**config.mk**
```make
export PLATFORM = sky130hd
export DESIGN_NAME = project_select_ctrl
export DESIGN_NICKNAME = d
export VERILOG_FILES = /design/src/rtl/project_select_ctrl_pkg.sv /design/src/rtl/psc_wb_regs.sv /design/src/rtl/project_select_ctrl.sv
export SDC_FILE = /design/constraint.sdc
export NUM_CORES = 1
export LEC_CHECK = 0
export CORE_MARGIN = 3
export CORE_UTILIZATION = 36
export CTS_CLUSTER_DIAMETER = 30
export DETAILED_ROUTE_END_ITERATION = 8
export GPL_ROUTABILITY_DRIVEN = 0
export PLACE_DENSITY = 0.77
export SLEW_MARGIN = 20
export SYNTH_ARGS = -nofsm -noshare
export SYNTH_HDL_FRONTEND = slang
export SYNTH_SLANG_ARGS = --single-unit
```
**constraint.sdc**
```tcl
create_clock -name wb_clk_i -period 2.4 [get_ports wb_clk_i]
set_input_delay 0.6 -clock wb_clk_i [delete_from_list [all_inputs] [get_ports wb_clk_i]]
set_output_delay 0.6 -clock wb_clk_i [all_outputs]
set_load 0.1 [all_outputs]
```
**src/rtl/project_select_ctrl_pkg.sv**
```systemverilog
// Shared definitions for the project select controller: FSM encoding,
// register offsets within the Wishbone window and register field positions.
package project_select_ctrl_pkg;

  typedef enum logic [1:0] {
    ST_IDLE   = 2'd0,
    ST_DRAIN  = 2'd1,
    ST_ENABLE = 2'd2
  } state_e;

  // Byte offsets inside the 16-byte register window
  localparam logic [3:0] OFS_SEL    = 4'h0;
  localparam logic [3:0] OFS_STATUS = 4'h4;
  localparam logic [3:0] OFS_GUARD  = 4'h8;

  // Field positions shared by SEL and STATUS
  localparam int unsigned IDX_LSB   = 0;
  localparam int unsigned IDX_W     = 5;
  localparam int unsigned EN_BIT    = 5;
  localparam int unsigned BUSY_BIT  = 8;
  localparam int unsigned STATE_LSB = 9;
  localparam int unsigned STATE_W   = 2;
  localparam int unsigned GUARD_W   = 8;

  // Assemble the read-only STATUS word
  function automatic logic [31:0] status_word(input logic en,
                                              input logic [IDX_W-1:0] idx,
                                              input logic busy,
                                              input logic [STATE_W-1:0] st);
    logic [31:0] w;
    w = '0;
    w[IDX_LSB +: IDX_W]     = idx;
    w[EN_BIT]               = en;
    w[BUSY_BIT]             = busy;
    w[STATE_LSB +: STATE_W] = st;
    return w;
  endfunction

endpackage

```
**src/rtl/psc_wb_regs.sv**
```systemverilog
// Wishbone slave for the project select controller: address decode,
// single-cycle registered ack, SEL/GUARD register file and STATUS readback.
module psc_wb_regs #(
  parameter logic [31:0] BASE_ADR  = 32'h3000_0000,
  parameter logic [7:0]  GUARD_RST = 8'd16
) (
  input  logic        wb_clk_i,
  input  logic        wb_rst_i,
  input  logic        wbs_stb_i,
  input  logic        wbs_cyc_i,
  input  logic        wbs_we_i,
  input  logic [3:0]  wbs_sel_i,
  input  logic [31:0] wbs_adr_i,
  input  logic [31:0] wbs_dat_i,
  output logic        wbs_ack_o,
  output logic [31:0] wbs_dat_o,
  input  logic        cur_en,
  input  logic [4:0]  cur_idx,
  input  logic        busy,
  input  logic [1:0]  state,
  output logic        sel_en,
  output logic [4:0]  sel_idx,
  output logic [7:0]  guard,
  output logic        sel_wr
);
  import project_select_ctrl_pkg::*;

  logic        decoded;
  logic        held;
  logic        accept;
  logic        wr_lane;
  logic [3:0]  ofs;
  logic [31:0] rd_data;
  logic        unused_ok;

  assign decoded   = wbs_stb_i & wbs_cyc_i & (wbs_adr_i[31:4] == BASE_ADR[31:4]);
  // held blocks a second ack until the master drops stb
  assign accept    = decoded & ~held;
  assign ofs       = wbs_adr_i[3:0];
  assign wr_lane   = accept & wbs_we_i & wbs_sel_i[0];
  assign unused_ok = ^{wbs_sel_i[3:1], wbs_dat_i[31:8]};

  // Read multiplexer; unmapped offsets and bits read as zero
  always_comb begin
    rd_data = '0;
    case (ofs)
      OFS_SEL: begin
        rd_data[EN_BIT]            = sel_en;
        rd_data[IDX_LSB +: IDX_W]  = sel_idx;
      end
      OFS_STATUS: rd_data = status_word(cur_en, cur_idx, busy, state);
      OFS_GUARD:  rd_data[GUARD_W-1:0] = guard;
      default:    rd_data = '0;
    endcase
  end

  // Ack/data registers and register-file writes, all landing in the ack cycle
  always_ff @(posedge wb_clk_i) begin
    if (wb_rst_i) begin
      wbs_ack_o <= 1'b0;
      wbs_dat_o <= '0;
      held      <= 1'b0;
      sel_en    <= 1'b0;
      sel_idx   <= '0;
      guard     <= GUARD_RST;
      sel_wr    <= 1'b0;
    end else begin
      wbs_ack_o <= accept;
      wbs_dat_o <= (accept && !wbs_we_i) ? rd_data : '0;
      held      <= wbs_stb_i & (held | decoded);
      sel_wr    <= wr_lane && (ofs == OFS_SEL);
      if (wr_lane) begin
        case (ofs)
          OFS_SEL: begin
            sel_en  <= wbs_dat_i[EN_BIT];
            sel_idx <= wbs_dat_i[IDX_LSB +: IDX_W];
          end
          OFS_GUARD: guard <= wbs_dat_i[GUARD_W-1:0];
          default: ;
        endcase
      end
    end
  end

endmodule

```
**src/rtl/project_select_ctrl.sv**
```systemverilog
// Project select controller: switches the one-hot project enable through a
// guarded drain period so two projects are never enabled at once.
module project_select_ctrl #(
  parameter logic [31:0] BASE_ADR  = 32'h3000_0000,
  parameter logic [7:0]  GUARD_RST = 8'd16
) (
  input  logic        wb_clk_i,
  input  logic        wb_rst_i,
  input  logic        wbs_stb_i,
  input  logic        wbs_cyc_i,
  input  logic        wbs_we_i,
  input  logic [3:0]  wbs_sel_i,
  input  logic [31:0] wbs_adr_i,
  input  logic [31:0] wbs_dat_i,
  output logic        wbs_ack_o,
  output logic [31:0] wbs_dat_o,
  output logic [31:0] active,
  output logic        busy
);
  import project_select_ctrl_pkg::*;

  state_e     state;
  state_e     state_nxt;
  logic       sel_en;
  logic [4:0] sel_idx;
  logic [7:0] guard;
  logic       sel_wr;
  logic       pend_en;
  logic [4:0] pend_idx;
  logic       cur_en;
  logic [4:0] cur_idx;
  logic [7:0] cnt;
  logic       restart;

  psc_wb_regs #(
    .BASE_ADR (BASE_ADR),
    .GUARD_RST(GUARD_RST)
  ) u_regs (
    .wb_clk_i (wb_clk_i),
    .wb_rst_i (wb_rst_i),
    .wbs_stb_i(wbs_stb_i),
    .wbs_cyc_i(wbs_cyc_i),
    .wbs_we_i (wbs_we_i),
    .wbs_sel_i(wbs_sel_i),
    .wbs_adr_i(wbs_adr_i),
    .wbs_dat_i(wbs_dat_i),
    .wbs_ack_o(wbs_ack_o),
    .wbs_dat_o(wbs_dat_o),
    .cur_en   (cur_en),
    .cur_idx  (cur_idx),
    .busy     (busy),
    .state    (state),
    .sel_en   (sel_en),
    .sel_idx  (sel_idx),
    .guard    (guard),
    .sel_wr   (sel_wr)
  );

  // State register
  always_ff @(posedge wb_clk_i) begin
    if (wb_rst_i) state <= ST_IDLE;
    else          state <= state_nxt;
  end

  // Next-state logic; a SEL write during DRAIN holds the FSM there
  always_comb begin
    state_nxt = state;
    case (state)
      ST_IDLE:   if (sel_wr || restart) state_nxt = ST_DRAIN;
      ST_DRAIN:  if (!sel_wr && cnt == '0) state_nxt = ST_ENABLE;
      ST_ENABLE: state_nxt = ST_IDLE;
      default:   state_nxt = ST_IDLE;
    endcase
  end

  // Pending/current selection and guard counter.
  // A SEL write in the ENABLE cycle cannot be seen by IDLE directly, so it is
  // remembered in restart and consumed on the following IDLE cycle.
  always_ff @(posedge wb_clk_i) begin
    if (wb_rst_i) begin
      pend_en  <= 1'b0;
      pend_idx <= '0;
      cur_en   <= 1'b0;
      cur_idx  <= '0;
      cnt      <= '0;
      restart  <= 1'b0;
    end else begin
      case (state)
        ST_IDLE: begin
          restart <= 1'b0;
          if (sel_wr) begin
            pend_en  <= sel_en;
            pend_idx <= sel_idx;
            cnt      <= guard;
          end else if (restart) begin
            cnt <= guard;
          end
        end
        ST_DRAIN: begin
          if (sel_wr) begin
            pend_en  <= sel_en;
            pend_idx <= sel_idx;
            cnt      <= guard;
          end else if (cnt != '0) begin
            cnt <= cnt - 8'd1;
          end
        end
        ST_ENABLE: begin
          cur_en  <= pend_en;
          cur_idx <= pend_idx;
          if (sel_wr) begin
            pend_en  <= sel_en;
            pend_idx <= sel_idx;
            restart  <= 1'b1;
          end
        end
        default: ;
      endcase
    end
  end

  // Outputs: enable vector only driven from committed selection while idle
  always_comb begin
    busy   = (state != ST_IDLE);
    active = '0;
    if (state == ST_IDLE && cur_en) active[cur_idx] = 1'b1;
  end

endmodule

```
== Word level (Yosys, flattened, before mapping) ==
Index checks and enable logic that the tools add are counted.

* Register bits: 72
* Output and inout bits: 66

* Add/sub/neg operators: 1
* Order comparisons: 2
* Equal/unequal tests: 10
* Muxes and demuxes: 14
* Bitwise gates (word level): 11
* Reductions and logical operators: 25

{| class="wikitable"
|+ Operator list
! kind !! count
|-
| two-way mux 32 bit || 1
|-
| two-way mux 8 bit || 4
|-
| equality test 28 x 26 -> 1 bit, second input constant || 1
|-
| case mux 6 bit (3 select lines) || 1
|-
| case mux 8 bit (2 select lines) || 1
|-
| AND reduction 2 bit || 5
|-
| OR reduction 3 bit || 3
|-
| logical NOT 8 bit || 1
|-
| nonzero test 8 bit || 1
|-
| subtractor 8 x 1 -> 8 bit, second input constant || 1
|-
| bitwise AND 1 bit || 6
|-
| < comparator 5 x 6 -> 1 bit, second input constant || 1
|-
| != test 3 x 2 -> 1 bit, second input constant || 2
|-
| nonzero test 2 bit || 3
|-
| demux 1 bit (select 5 bit) || 1
|-
| >= comparator 5 x 1 -> 1 bit, second input constant || 1
|-
| logical AND 1 bit || 5
|-
| equality test 4 x 3 -> 1 bit, second input constant || 1
|-
| equality test 4 bit, second input constant || 1
|-
| logical NOT 4 bit || 1
|-
| two-way mux 2 bit || 2
|-
| != test 2 bit, second input constant || 2
|-
| NOT 1 bit || 4
|-
| case mux 2 bit (2 select lines) || 1
|-
| 11 further kinds || 13
|}

== Longest topological paths before layout ==
* Depth in word-level cells: 6
* Mapped depth: 7

== Modules after synthesis ==
A second synthesis with hierarchy kept.

* Cells, all modules: 335
* Area, all modules: 2939.1 um^2

{| class="wikitable"
|+ Modules (own cells, without submodules)
! module !! times used !! cells each !! area each (um^2) !! sequential area each (um^2)
|-
| psc_wb_regs || 1 || 160 || 1601.5 || 560.5
|-
| project_select_ctrl || 1 || 175 || 1337.5 || 460.4
|}

== Least setup slack after synthesis ==
Ideal clock, no wire load.

* Path kind: register to output
* Start: register state[1]
* End: output active[0]
* Data arrival time: 2.503 ns
* Setup slack: -0.703 ns
* Stages on the path, launching flop included: 7
* Cell sequence: dfxtp_1 > clkbuf_1 > nor2_1 > nand2_1 > or3_1 > clkbuf_1 > nor2_1

* Longest elaborated chain between the ends: 3

{| class="wikitable"
|+ RTL lines
! item !! RTL line !! text
|-
| start, declared || project_select_ctrl.sv:22 || <nowiki>state_e state;</nowiki>
|-
| start signal, assigned || project_select_ctrl.sv:62 || <nowiki>else state <= state_nxt;</nowiki>
|-
| logical NOT 2 bit || project_select_ctrl.sv:126 || <nowiki>if (state == ST_IDLE && cur_en) active[cur_idx] = 1'b1;</nowiki>
|-
| logical AND 1 bit || project_select_ctrl.sv:126 ||
|-
| two-way mux 32 bit || project_select_ctrl.sv:126 ||
|-
| end, declared || project_select_ctrl.sv:17 || <nowiki>output logic [31:0] active,</nowiki>
|}

Every way passes these cells.

== Worst setup path in the final report ==
* Start: input wbs_adr_i[15]
* End: register u_regs.guard[5]

* Longest elaborated chain between the ends: 6

{| class="wikitable"
|+ RTL lines
! item !! RTL line !! text
|-
| start, declared || project_select_ctrl.sv:13 || <nowiki>input logic [31:0] wbs_adr_i,</nowiki>
|-
| equality test 28 x 26 -> 1 bit || psc_wb_regs.sv:36 || <nowiki>assign decoded = wbs_stb_i & wbs_cyc_i & (wbs_adr_i[31:4] == BASE_ADR[31:4]);</nowiki>
|-
| bitwise AND 1 bit || psc_wb_regs.sv:36 ||
|-
| bitwise AND 1 bit || psc_wb_regs.sv:38 || <nowiki>assign accept = decoded & ~held;</nowiki>
|-
| bitwise AND 1 bit (2 in series) || psc_wb_regs.sv:40 || <nowiki>assign wr_lane = accept & wbs_we_i & wbs_sel_i[0];</nowiki>
|-
| AND reduction 2 bit (no source line) || - ||
|-
| end signal, assigned || psc_wb_regs.sv:78 || <nowiki>OFS_GUARD: guard <= wbs_dat_i[GUARD_W-1:0];</nowiki>
|-
| end, declared || psc_wb_regs.sv:23 || <nowiki>output logic [7:0] guard,</nowiki>
|}

Every way passes these cells.
A chain may end at the register's enable or synchronous reset.

==> flow_summary_export.csv <==
group,metric,value,unit
synthesis,syn_avg_cell_area,8.31,µm²
cells_and_area,finalNetCount,497,
global_route,grt_pass1_wl,12100,µm
sta,final-hold-violation-count,0,
sta,worstMarginPinSlew,0.811,ns
sta,fmax,424,MHz
setup_path,worstPathRequired,2.64,ns
sta,rsz0062_at_grt,"no",
routing,drt_iter0_markers,117,
cells_and_area,multi_input_area,1630,µm²
floorplan,start_util,0.384,
clock_network,clk_pin_slew,0.09,ns
status,outcome,"finished clean",
setup_path,crit_family,"simple AND/OR/NAND/NOR gates",
synthesis,ys_types,50,
cells_and_area,seqCellArea,1020,µm²
synthesis,synth_seq_cells,51,
setup_path,startpoint_type,"primary input",
synthesis,synthCells,326,
clock_network,numCtsBuffers,5,
global_route,grt_pass1_vias,2489,
sta,fin_crit,2.36,ns
sta,final-setup-viol-count,0,
floorplan,ios,139,
flow_run,maxCapViolations,0,
placement,hpwl,6190,µm
placement,place.port_buffers,90,
global_route,grt_max_degree,28,
setup_path,cp.arrival,2.59,ns
cells_and_area,drive_gt1_frac,0.291,
floorplan,die_area,8600,µm²
sta,finClkSkew,0.00604,ns
power,ir_worst_vdd,0.206,mV
routing,route.detailed.drc,0,
clock_network,cts_tree,"built",
routing,ant_nets,0,
floorplan,fp.dieH,92.7,µm
routing,vias_per_cell,5.01,
setup_path,cp_num_buf_inv,3,
power,power.density,402,nW/µm²
synthesis,synth_top_cell_area_share,0.377,
sta,setup_tns,0,ns
synthesis,yosys.area.top_type,"dfxtp_1",
power,leakagePower,1.63,nW
synthesis,synth_edf_count,0,
global_route,gr-total-overflow,0,
setup_path,crit_path_end_kind,"flop",
power,power.total,1.72,mW
sta,slew_violations,0,
setup_path,slowest_delay,0.53,ns
synthesis,synth_commonest_cells,"nor2_1 (56), dfxtp_1 (51), nand2_1 (34)",
sta,relSlewSlack,0.458,
floorplan,dieWidth,92.7,µm
cells_and_area,antennaDiodeCount,0,
synthesis,yosysWarnings,0,
routing,wl_per_cell,14.9,µm
routing,first_pass_iters,5,
synthesis,ys.flop_type,"dfxtp_1",
sta,post-route-period-util,0.982,
synthesis,seq_area_frac_synth,0.377,
clock_network,holdBufCountCts,0,
cells_and_area,syn2layout_area_growth,57.9,%
clock_network,root_buffer,"clkbuf_8",
clock_network,insertion_delay,0.30,ns
setup_path,crit_fanout,8,
sta,holdWs,0.493,ns
clock_network,cts_buffer_depth,2,
setup_path,cp_common_cell,"or4_4",
global_route,grt_usage,0.175,
cells_and_area,utilization,0.606,
floorplan,coreArea,7060,µm²
hold_path,holdCritPathClass,"flop to flop",
floorplan,rows,30,
synthesis,syn-cell-area,2710,µm²
synthesis,yosysMostFrequentCell,"nor2_1",
setup_path,worst_path_max_delay_cell,"or4_4",
cells_and_area,fillers,594,
routing,num_vias,2601,
setup_path,path_class,"primary input to flop",
routing,wirelength,7740,µm
cells_and_area,fin_cells,519,
synthesis,async_reset_ff_frac,0,
synthesis,synth_area_leaders,"dfxtp_1 (38%), mux2i_1 (12%), nor2_1 (7.8%)",
clock_network,htreeDepth,2,
setup_path,crit_chain,"clkdlybuf4s15_1 -> or4_4 -> or4_4 -> buf_6 -> nor4_4 -> buf_12 -> mux2i_1",
clock_network,cts_sinks,51,
global_route,antenna_found_initial,0,
placement,place_inst,510,
## per-stage QoR
stage	cell area, µm²	worst slack, ns
final	4280	0.0430
after global routing	4280	0.00862
after CTS	4270	0.00188
after detailed placement	4140	-0.521
after global placement	4140	-0.486
after floorplan	2910	-0.166
## kinds of logic (layout without fill, tap and decap cells)
group | count (synthesis) | in the layout | share of synthesized area
and+or+nand+nor | 153 | 153 | 0.299
adders and majority gates | 2 | 2 | 0.00924
buffers and inverters | 50 | 127 | 0.101
AOI/OAI and AO/OA | 37 | 37 | 0.0943
other | 1 | 21 | 0.00138
muxes | 32 | 32 | 0.118
DFF | 51 | 51 | 0.377
## cell type report
| class | count | area share |
|---|---|---|
| clock buffer | 6 | 0.0193 |
| inverter | 8 | 0.00702 |
| timing repair buffer | 111 | 0.317 |
| sequential | 51 | 0.239 |
| multi-input combinational | 245 | 0.381 |
| clock inverter | 2 | 0.00819 |
| tap | 96 | 0.0281 |
## metal layers
layer	track usage	wire length, µm	up-vias
met4	0.0330	57	0
met5	0	0	-
met1	0.225	3450	1216
li1	-	-	1290
met3	0.0357	468	5
met2	0.303	3770	90
## flip-flops by register name, indices dropped and copies added, names as in the netlist
signal / cells
u_regs.held: 1
cnt: 8
pend_en: 1
u_regs.sel_en: 1
restart: 1
u_regs.guard: 8
pend_idx: 5
state: 2
u_regs.sel_idx: 5
u_regs.wbs_dat_o: 11
u_regs.sel_wr: 1
cur_idx: 5
cur_en: 1
u_regs.wbs_ack_o: 1
## placed cells by master, fill, tap and decap left out, drive strengths merged, types with 6 or more instances in the layout
master          n
dfxtp          51
dlygate4sd2     7
clkdlybuf4s50  29
mux2i          32
conb           21
a21oi           7
nor4            7
nor2           56
inv             7
nor3            7
clkbuf          6
buf            67
nand2          34
o31ai           6
o21ai           7
and2            7
## worst reg2reg max path: cells and delay by family, from the launching register on
| family | cells | cell delay (ns) |
|---|---|---|
| AND/OR/NAND/NOR | 3 | 1.19 |
| AO/OA/AOI/OAI | 1 | 0.27 |
| flip-flops | 1 | 0.33 |
## what timing repair did
item / CTS / global route
pin swaps: 8 / 5
resized for setup: 25 / 5
buffers inserted: 1 / 0
setup endpoints to repair: 26 / 19
## report_power, final
| group | switching, mW | total, mW | internal (mW) |
|---|---|---|---|
| Clock | 0.270 | 0.607 | 0.337 |
| Combinational | 0.188 | 0.265 | 0.0767 |
| Sequential | 0.0000000000182 | 0.845 | 0.845 |
| Total | 0.458 | 1.72 | 1.26 |
## final timing paths
kind                        start              end  slack (ns)  cells past startpoint
setup reg to reg           cnt[5]           cnt[0]        0.51                      4
setup / recovery    wbs_adr_i[15]  u_regs.guard[5]        0.04                      7
hold / removal    u_regs.guard[1]  u_regs.guard[1]        0.49                      2
hold reg to reg   u_regs.guard[1]  u_regs.guard[1]        0.49                      2
Power figures use the tool's default switching activity.
==> edit 1: new RTL, same flow settings <==
Take the reset off `wbs_dat_o` and load it in a clocked block of its own.
--- a/src/rtl/psc_wb_regs.sv
+++ b/src/rtl/psc_wb_regs.sv
@@ -59,5 +59,4 @@
     if (wb_rst_i) begin
       wbs_ack_o <= 1'b0;
-      wbs_dat_o <= '0;
       held      <= 1'b0;
       sel_en    <= 1'b0;
@@ -67,5 +66,4 @@
     end else begin
       wbs_ack_o <= accept;
-      wbs_dat_o <= (accept && !wbs_we_i) ? rd_data : '0;
       held      <= wbs_stb_i & (held | decoded);
       sel_wr    <= wr_lane && (ofs == OFS_SEL);
@@ -83,4 +81,8 @@
   end
 
+  always_ff @(posedge wb_clk_i) begin
+    wbs_dat_o <= (accept && !wbs_we_i) ? rd_data : '0;
+  end
+
 endmodule
 
Function: differs if wb_rst_i is asserted again (counterexample within 4 cycles, from zero or initial values and one cycle with wb_rst_i high); with wb_rst_i held inactive, the same outputs for 10 cycles.
==> edit 1 against the unedited design <==
- the flow now finishes with violations (setup timing)
- wire length is 5.1% higher
- clock skew hardly changed
- area after synthesis is 0.18% lower
- worst setup slack worse by 0.090 ns
- sequential cell count stayed put
- power is 0.97% lower
- design area is 2.6% higher
- cell count is 1.3% higher
- utilization is 1.9 points higher
- largest cell class unchanged
==> edit 1: results (changes against the unedited design) <==
stage,metric,value,unit,change
place,Buffers on Ports,90,,unchanged
drt,vias after detailed routing,2706,,+4.0%
yosys,synth top area cells,"dfxtp_1, mux2i_1, nor2_1",,
drt,Iteration-0 DRC Markers,149,,+27%
outcome,status,"complete, but fails checks",,
drt,Pre-Repair DR Iteration Count,4,,-1
global_routing,vias in the first global route,2606,,+4.7%
power_and_ir_drop,Internal,1230,uW,-2.4%
clocking,CTS root buf,clkbuf_8,,
sta,final setup fails,8,,+8
power_and_ir_drop,power density cells,388,nW/um^2,-3.5%
cells_and_area,Nets,505,,+1.6%
yosys,"Seq/Total Area, Yosys",37.8,%,+0.070 points
global_routing,met2 GRT Util,30.6,%,+0.24 points
global_routing,grt met1 use,23.9,%,+1.3 points
sta,relative slew slack,46.3,%,+0.48 points
outcome,violated checks,setup timing,,
sta,final setup margin,-0.0469,ns,-0.0899 ns
global_routing,first-pass GRT wire length,12900,um,+6.4%
power_and_ir_drop,Static Leak,0.00164,uW,+0.25%
worst_setup_path,CP max stage delay,0.46,ns,-0.07 ns
cells_and_area,fillers,590,,-0.67%
yosys,top post-synthesis cells by count,"nor2_1, dfxtp_1, nand2_1",,
worst_setup_path,CP max stage cell,or3_4,,
global_routing,largest net degree at the start of global routing,25,,-11%
power_and_ir_drop,Max VDD drop,0.000295,V,+43%
global_routing,GRT Util Overall,18.5,%,+1.1 points
power_and_ir_drop,Clk power,588,uW,-3%
place,HPWL after DPL,6500,um,+5.1%
sta,Layout Skew,0.00566,ns,-0.000373 ns
## edit 1: cell types whose count changed in the layout (fill, tap and decap cells not counted), sizes merged, moves of 5 or more
cell / before / now
clkdlybuf4s50: 29 / 34
mux2i: 32 / 26
o311ai: 5 / 0
o31ai: 6 / 0
mux2: 0 / 6
nor2: 56 / 67
and2: 7 / 0
clkdlybuf4s15: 5 / 0
## edit 1: final timing paths
kind / slack (ns) / depth (start not counted) / from / to
hold / removal: 0.48 / 2 / u_regs.guard[7]$_SDFFE_PP0P_ / u_regs.guard[7]$_SDFFE_PP0P_
hold reg to reg: 0.48 / 2 / u_regs.guard[7]$_SDFFE_PP0P_ / u_regs.guard[7]$_SDFFE_PP0P_
setup / recovery: -0.05 / 4 / state[1]$_SDFFE_PP0P_ / active[16]
setup reg to reg: 0.41 / 5 / u_regs.held$_SDFF_PP0_ / u_regs.guard[2]$_SDFFE_PP0P_
## edit 1: per-stage QoR
| stage | cells | setup TNS (ns) | worst slack, ns | util, % | cell area [um^2] |
|---|---|---|---|---|---|
| final | 526 | -0.189 | -0.0469 | 62.5 | 4390 |
| after CTS | 525 | -0.541 | -0.0614 | 62.3 | 4370 |
| after global routing | 526 | -0.649 | -0.0849 | 62.5 | 4390 |
| after floorplan | 346 | -1.52 | -0.131 | - | 3020 |
| after detailed placement | 518 | -6.30 | -0.380 | 60.9 | 4270 |
| after global placement | 518 | -5.69 | -0.352 | 60.9 | 4270 |
## edit 1: cells by family after synthesis
kind of cell / Yosys count / share of synthesized area, %
simple gates: 163 / 31.0
flops: 51 / 37.8
buf+inv: 43 / 9.21
compound gates: 34 / 8.84
mux: 32 / 12.1
fa+ha+maj: 2 / 0.926
other cells: 1 / 0.139
## edit 1: final cells by class
| cell class | count | area (um^2) | area share (%) |
|---|---|---|---|
| inverters | 5 | 18.8 | 0.428 |
| flip-flops and latches | 51 | 1020 | 23.4 |
| well taps | 96 | 120 | 2.74 |
| clock inverters | 2 | 37.5 | 0.856 |
| repair buffers | 115 | 1380 | 31.4 |
| multi-input cells | 252 | 1740 | 39.6 |
| clock buffers | 5 | 68.8 | 1.57 |
## edit 1: worst min-delay path, delay by kind of cell (launching register included)
family        cells  cell delay (ns)
flops             1             0.33
mux               1             0.05
simple gates      1             0.05
## edit 1: layer usage
metal | up-vias | routed length [um] | part of all wire (%)
li1 | 1317 | - | -
met1 | 1260 | 3640 | 45
met2 | 121 | 3700 | 46
met3 | 8 | 692 | 8.5
met4 | 0 | 96 | 1.2
met5 | - | 0 | 0
## edit 1: repair_timing
| action | CTS | global route |
|---|---|---|
| endpoints found under the setup margin | 38 | 30 |
| hold buffers | 0 | 0 |
| gates resized for setup | 17 | 2 |
| pin swaps | 9 | 3 |
| setup buffers | 1 | 1 |
==> edit 2: new RTL, same flow settings <==
Made on the original files. `GUARD_RST` is set to 8'd16 in 2 places; all go to 8'd12.
--- a/src/rtl/psc_wb_regs.sv
+++ b/src/rtl/psc_wb_regs.sv
@@ -3,5 +3,5 @@
 module psc_wb_regs #(
   parameter logic [31:0] BASE_ADR  = 32'h3000_0000,
-  parameter logic [7:0]  GUARD_RST = 8'd16
+  parameter logic [7:0]  GUARD_RST = 8'd12
 ) (
   input  logic        wb_clk_i,
--- a/src/rtl/project_select_ctrl.sv
+++ b/src/rtl/project_select_ctrl.sv
@@ -3,5 +3,5 @@
 module project_select_ctrl #(
   parameter logic [31:0] BASE_ADR  = 32'h3000_0000,
-  parameter logic [7:0]  GUARD_RST = 8'd16
+  parameter logic [7:0]  GUARD_RST = 8'd12
 ) (
   input  logic        wb_clk_i,
Formal check against the unedited RTL: not equivalent (Yosys sat finds a counterexample within 4 cycles, from zero or initial values and one cycle with wb_rst_i high).
==> edit 2 against the unedited design <==
- clock skew rose by 0.0040 ns
- power barely moved
- combinational power barely moved
- wire length fell by 1.6%
- largest power group unchanged
- design area fell by 0.23%
- first-iteration DRC count rose by 45%
- highest routed layer unchanged
- sequential cell count did not move
- sequential share of layout area barely moved
- utilization rose by 0.18 points
- area after synthesis barely moved
- worst setup slack improved by 0.060 ns
==> edit 2: results (changes against the unedited design) <==
stage,metric,value,unit,change
power_and_ir_drop,Static Leak,0.00161,uW,-1.6%
worst_setup_path,CP Max Fanout,7,,-1
place,Post-DP Area,4150,um^2,+0.21%
yosys,number of distinct library cells after synthesis,46,,-8.0%
global_routing,GRT Util Overall,18.0,%,+0.49 points
cells_and_area,Nets,501,,+0.80%
power_and_ir_drop,switching portion of total power,27.9,%,+1.2 points
worst_setup_path,R2R cell count,6,,+2
worst_setup_path,CP max stage delay,0.47,ns,-0.06 ns
clocking,Post-CTS Resized,23,,-8.0%
outcome,status,completed,,
drt,Pre-Repair DR Iteration Count,4,,-1
drt,vias after detailed routing,2627,,+1.0%
yosys,Syn Area/Cell,8.25,um^2,-0.70%
power_and_ir_drop,power density cells,402,nW/um^2,+0.19%
drt,top routing layer in use,met4,,
drt,WL met1,3330,um,-3.4%
yosys,synth top area cells,"dfxtp_1, mux2i_1, nor2_1",,
global_routing,first-pass GRT wire length,12400,um,+2.6%
sta,measured slew at the worst slew-check pin,0.775,ns,-0.0364 ns
sta,Layout Skew,0.0100,ns,+0.00399 ns
power_and_ir_drop,Max VDD drop,0.000217,V,+5.2%
global_routing,vias in the first global route,2542,,+2.1%
drt,routed len/inst,14.6,um,-2.4%
place,Placed Cells,514,,+0.78%
drt,Iteration-0 DRC Markers,170,,+45%
worst_setup_path,CP max stage cell,or3_1,,
drt,met3 WL post-DR,393,um,-16%
yosys,Yosys top cell area share,37.7,%,about the same
cells_and_area,share of layout cells above drive strength 1,28.6,%,-0.51 points
drt,met2 wire len,3750,um,-0.45%
yosys,top post-synthesis cells by count,"nor2_1, dfxtp_1, nand2_1",,
clocking,clock transition at the registers of the reported paths,0.09,ns,about the same
## edit 2: per-layer routing
layer  track usage [%]  up-vias
met4              5.37        0
met5                 0        -
met1              23.0     1231
li1                  -     1300
met3              3.82       13
met2              30.3       83
## edit 2: final timing paths
path | startpoint | to | slack (ns)
worst max-delay path | cur_idx[2]$_SDFFE_PP0P_ | active[3] | 0.10
worst max register to register | cnt[0]$_SDFFE_PP0P_ | cnt[0]$_SDFFE_PP0P_ | 0.65
worst min-delay path | u_regs.sel_idx[0]$_SDFFE_PP0P_ | u_regs.sel_idx[0]$_SDFFE_PP0P_ | 0.50
worst min register to register | u_regs.sel_idx[0]$_SDFFE_PP0P_ | u_regs.sel_idx[0]$_SDFFE_PP0P_ | 0.50
## edit 2: cell families (layout without fill, tap and decap cells)
| logic type | after synthesis | count (layout) | synth area share [%] |
|---|---|---|---|
| AO/OA/AOI/OAI | 37 | 37 | 9.44 |
| multiplexers | 32 | 32 | 11.8 |
| adder cells (fa/ha/maj) | 2 | 2 | 0.925 |
| AND/OR/NAND/NOR | 156 | 156 | 29.9 |
| flip-flops | 51 | 51 | 37.7 |
| other | 1 | 21 | 0.139 |
| buffers and inverters | 49 | 128 | 9.99 |
## edit 2: area by class of cell
| cell class | instances | area, um^2 |
|---|---|---|
| fill | 566 | 2750 |
| multi-input combinational | 248 | 1630 |
| timing repair buffer | 112 | 1350 |
| sequential | 51 | 1020 |
| tap | 96 | 120 |
| clock buffer | 5 | 68.8 |
| clock inverter | 3 | 47.5 |
| inverter | 8 | 30.0 |
## edit 2: critical path, delay by kind of cell (launching register included)
kind	cells	cell delay, ns
and+or+nand+nor	2	0.65
buffers and inverters	2	0.36
DFF	1	0.38
